==> config.mk <==
export PLATFORM = sky130hd
export DESIGN_NAME = mod47_stream_ctrl
export DESIGN_NICKNAME = d
export VERILOG_FILES = /design/src/rtl/mod47_pkg.sv /design/src/rtl/mod47_fold.sv /design/src/rtl/mod47_stream_ctrl.sv
export SDC_FILE = /design/constraint.sdc
export NUM_CORES = 1
export LEC_CHECK = 0
export ABC_AREA = 1
export CORE_MARGIN = 1.5
export CORE_UTILIZATION = 45
export DETAILED_ROUTE_END_ITERATION = 6
export GPL_ROUTABILITY_DRIVEN = 0
export GPL_TIMING_DRIVEN = 0
export PLACE_DENSITY = 0.72
export SYNTH_ARGS = -nofsm -noshare
export SYNTH_HDL_FRONTEND = slang
export SYNTH_SLANG_ARGS = --single-unit
==> constraint.sdc <==
create_clock -name clk -period 37.8 [get_ports clk]
set_input_delay 11.34 -clock clk [delete_from_list [all_inputs] [get_ports clk]]
set_output_delay 11.34 -clock clk [all_outputs]
set_load 0.02 [all_outputs]
==> src/rtl/mod47_pkg.sv <==
// Shared types and constants for the streaming mod-47 reducer.
// Holds the fold weight helper so the fold unit scales with its input width.
package mod47_pkg;

  localparam logic [5:0] MOD47 = 6'd47;
  localparam int         REM_W = 6;

  typedef enum logic [1:0] {
    IDLE,
    ACC,
    DONE
  } state_t;

  // Weight of the k-th 6-bit chunk: 2^(6k) mod 47.
  function automatic int unsigned pow64_mod47(input int unsigned k);
    int unsigned r;
    r = 1;
    for (int unsigned i = 0; i < k; i++) begin
      r = (r * 64) % 47;
    end
    return r;
  endfunction

endpackage

==> src/rtl/mod47_fold.sv <==
// Combinational X mod 47: weighted 6-bit chunk sum, repeated 6-bit narrowing, one final subtract.
// Zero latency; no flow control.
module mod47_fold
  import mod47_pkg::*;
#(
  parameter int IN_W = 30
) (
  input  logic [IN_W-1:0]  i_x,
  output logic [REM_W-1:0] o_r
);

  localparam int NCH   = (IN_W + 5) / 6;
  localparam int PAD_W = NCH * 6;
  localparam int S_W   = 13 + $clog2(NCH + 1);
  // Each narrowing pass shrinks the bound by about 2 bits until it settles below 2*47.
  localparam int N_IT  = S_W / 2 + 2;

  logic [PAD_W-1:0] w_xpad;
  logic [S_W-1:0]   w_sum;

  assign w_xpad = PAD_W'(i_x);

  always_comb begin
    w_sum = '0;
    for (int k = 0; k < NCH; k++) begin
      w_sum = w_sum + S_W'(w_xpad[k*6 +: 6]) * S_W'(pow64_mod47(k));
    end
    for (int i = 0; i < N_IT; i++) begin
      w_sum = S_W'(w_sum[5:0]) + S_W'(w_sum[S_W-1:6]) * S_W'(pow64_mod47(1));
    end
  end

  assign o_r = REM_W'((w_sum >= S_W'(MOD47)) ? (w_sum - S_W'(MOD47)) : w_sum);

endmodule

==> src/rtl/mod47_stream_ctrl.sv <==
// Streams an MSW-first operand and returns operand mod 47; result registered 1 cycle after the last word.
// in_ready drops while a result waits for out_ready or during flush; one word per clock otherwise.
module mod47_stream_ctrl
  import mod47_pkg::*;
#(
  parameter int W     = 24,
  parameter int CNT_W = 8
) (
  input  logic             clk,
  input  logic             rst_n,
  input  logic             flush,
  input  logic             in_valid,
  output logic             in_ready,
  input  logic [W-1:0]     in_data,
  input  logic             in_last,
  output logic             out_valid,
  input  logic             out_ready,
  output logic [REM_W-1:0] out_rem,
  output logic [CNT_W-1:0] out_words,
  output logic             out_sat
);

  state_t             r_state;
  state_t             w_state_nxt;
  logic [REM_W-1:0]   r_acc;
  logic [REM_W-1:0]   w_fold;
  logic [CNT_W-1:0]   r_cnt;
  logic [CNT_W-1:0]   w_cnt_inc;
  logic               w_in_rdy;
  logic               w_in_fire;
  logic               w_out_fire;
  logic               r_out_valid;
  logic [REM_W-1:0]   r_out_rem;
  logic [CNT_W-1:0]   r_out_words;
  logic               r_out_sat;

  mod47_fold #(
    .IN_W(REM_W + W)
  ) u_fold (
    .i_x({r_acc, in_data}),
    .o_r(w_fold)
  );

  assign w_in_rdy   = rst_n & ~flush & (r_state != DONE);
  assign w_in_fire  = in_valid & w_in_rdy;
  assign w_out_fire = r_out_valid & out_ready;
  assign w_cnt_inc  = (&r_cnt) ? r_cnt : r_cnt + CNT_W'(1);

  assign in_ready  = w_in_rdy;
  assign out_valid = r_out_valid;
  assign out_rem   = r_out_rem;
  assign out_words = r_out_words;
  assign out_sat   = r_out_sat;

  always_comb begin
    w_state_nxt = r_state;
    unique case (r_state)
      IDLE, ACC: begin
        if (w_in_fire) begin
          w_state_nxt = in_last ? DONE : ACC;
        end
      end
      DONE: begin
        if (out_ready) begin
          w_state_nxt = IDLE;
        end
      end
      default: w_state_nxt = IDLE;
    endcase
    if (flush) begin
      w_state_nxt = IDLE;
    end
  end

  always_ff @(posedge clk or negedge rst_n) begin
    if (!rst_n) begin
      r_state <= IDLE;
    end else begin
      r_state <= w_state_nxt;
    end
  end

  // acc/cnt are cleared as the final word is captured, so IDLE always starts from zero.
  always_ff @(posedge clk or negedge rst_n) begin
    if (!rst_n) begin
      r_acc       <= '0;
      r_cnt       <= '0;
      r_out_valid <= 1'b0;
      r_out_rem   <= '0;
      r_out_words <= '0;
      r_out_sat   <= 1'b0;
    end else if (flush) begin
      r_acc       <= '0;
      r_cnt       <= '0;
      r_out_valid <= 1'b0;
    end else if (w_out_fire) begin
      r_acc       <= '0;
      r_cnt       <= '0;
      r_out_valid <= 1'b0;
    end else if (w_in_fire) begin
      r_acc       <= in_last ? '0 : w_fold;
      r_cnt       <= in_last ? '0 : w_cnt_inc;
      r_out_valid <= in_last;
      if (in_last) begin
        r_out_rem   <= w_fold;
        r_out_words <= w_cnt_inc;
        r_out_sat   <= &w_cnt_inc;
      end
    end
  end

endmodule
==> metrics <==
clock sinks=32; setup bufs post-CTS=0; Area growth, synth to finish=11.8%; WP data required=37960 ps; average wire per standard cell=roughly 11 um; Placed Cells=1133; Die X=131 um; Worst path max stage delay=550 ps; met2 Usage GRT=between 20% and 30%; worst setup margin=2060 ps; register area share after synthesis=10.8%; cells after synthesis=871; total core area=0.0160 mm2; Initial DRC Count=200; Clock transition at path regs=50 ps; count leader, synth=ha_1; syn nets=1174; met3 Use GR=1.81%; Clock Latency Late Sink=approximately 280 ps; Die Area=about 0.017 mm2; worst hold path type=reg -> reg; final hold vios=0; CTS Hold Buffers Added=0; # DRC=0; CTS Buffer Depth=2; Synth Register Bits=32; ratio of cells with drive above 1 in the final layout=under 10%; max-cap violation count=0; Async SR Flop Fraction=100%; Starting Density=46.4%; dpl cell area=0.00814 mm2; skew final=2.51 ps; via-per-instance ratio=4.93; Routed Antenna Nets=0; I/O Buffers=46; met1 Use GR=21.8%; RSZ-0062 raised after global routing=false; global-route wire length before repair=24100 um; CTS H-tree lvls=2; Max-Slew Margin vs Limit=roughly half; Post-synth EDFFs=0; fin nets=1227; via count=5621; Unique masters post-synth=42; Yosys warnings=0; TritonCTS Buffers=5; vias in the first global route=between 5000 and 6000; Setup WS pre-CTS=1760 ps; cell taking the most area after synthesis=ha_1; post-synth top area share=37.8%; Max Clock Freq=28.0 MHz; Avg Inst Size Synth=about 8.5 um2; global route overflow=0; DR pass1 iterations=5; diode count=0; initial antenna violation count=0; final non-filler cell area=about 0.0083 mm2; ys flop type=dfrtp_1; crit start category=input port; CTS tree=done; row cnt=between 40 and 50; gr busiest metal=met2; Worst setup EP type=flop; CP Max Fanout=10; Critical Path Most Common Cell=ha_1; outcome=finished clean; WP data arrival=35900 ps; GRT Util Overall=between 10% and 20%; CTS resizes=0; post-route insts no fill=about 1100; final setup TNS=0 ps; Final Cycle Share=94.6%; DP HPWL=11500 um; Cell Area, Synth=roughly 0.0074 mm2; die height=about 130 um; Final min period=35740 ps; Critical Path Slowest Stage Cell=fa_1; Setup-failing EPs final=0; Ports=47; Routed WL=13000 um; Area contributors post-synth=ha_1, fa_1, dfrtp_1; Crit Path Class=in -> reg; clock root cell=clkbuf_16; Synth top cells by count=ha_1, inv_1, nand2_1, fa_1, xor2_1; Worst-Margin Slew=roughly 700 ps; final number of max-transition violations=0; largest net degree at the start of global routing=34
-- path summary, 6_finish.rpt --
check                      slack, ps        start            to  cells past startpoint
max                             2060  in_data[10]      r_acc[4]                    127
min                              480   out_rem[0]    out_rem[0]                      2
max reg2reg                    16820     r_acc[1]      r_acc[4]                    111
min reg2reg                      480   out_rem[0]    out_rem[0]                      2
max in group asynchronous      26220        rst_n       out_sat                      1
min in group asynchronous      11110        rst_n  out_words[3]                      1
-- cell usage in the layout (no fill, tap or decap), types with 4 or more instances in the layout --
cell type | Yosys | layout
a21boi_0 | 4 | 4
a21oi_1 | 35 | 35
a31oi_1 | 12 | 12
clkbuf_16 | 0 | 5
clkdlybuf4s50_1 | 0 | 45
dfrtp_1 | 32 | 32
fa_1 | 49 | 49
ha_1 | 224 | 224
inv_1 | 169 | 169
nand2_1 | 143 | 143
nand2_2 | 4 | 4
nand3_1 | 26 | 26
nand3_2 | 11 | 11
nand4_1 | 4 | 4
nor2_1 | 31 | 31
o21ai_0 | 22 | 22
o21ai_1 | 8 | 8
o22ai_1 | 5 | 5
or2_2 | 4 | 4
xnor2_1 | 18 | 18
xor2_1 | 36 | 36
-- worst max-delay path, delay by kind of cell --
family	cells	cell delay [ps]
AO/OA/AOI/OAI	22	3550
XOR/XNOR	3	620
adder cells (fa/ha/maj)	50	15960
buffers and inverters	13	1350
AND/OR/NAND/NOR	39	3060
-- metal layers --
metal  vias up  wire length [um]  share of wire (%)
met5         -                 0                  0
met4         0                45               0.35
met3         5               217                1.7
met2        33              6230                 48
met1      2627              6550                 50
li1       2956                 -                  -
-- area by class of cell --
cell class / instances / area [um2]
buffer: 5 / 40.0
clock buffer: 8 / 146
fill: 1556 / 7710
inverter: 170 / 638
multi-input combinational: 664 / 5940
sequential: 32 / 801
tap: 216 / 270
timing repair buffer: 46 / 455
-- through the flow --
stage | utilization, % | hold slack [ps]
after global routing | 51.8 | 524
after floorplan | - | 455
after detailed placement | 50.9 | 468
after CTS | 51.8 | 484
final | 51.8 | 479
after global placement | 50.9 | 468
-- cells by family after synthesis --
logic type,Yosys count,synth area share [%]
buf+inv,175,9.14
flops,32,10.8
fa+ha+maj,273,51.0
compound gates,99,7.64
simple gates,235,14.4
xor+xnor,57,7.03
-- flip-flops by register name, indices dropped and copies added, names as in the netlist --
name       cells
out_valid      1
out_sat        1
out_words      8
r_cnt          8
r_acc          6
out_rem        6
r_state        2
Power is left out: the tool's default activity adds up to more than one toggle a clock period on the data nets, which glitch-free logic cannot reach.
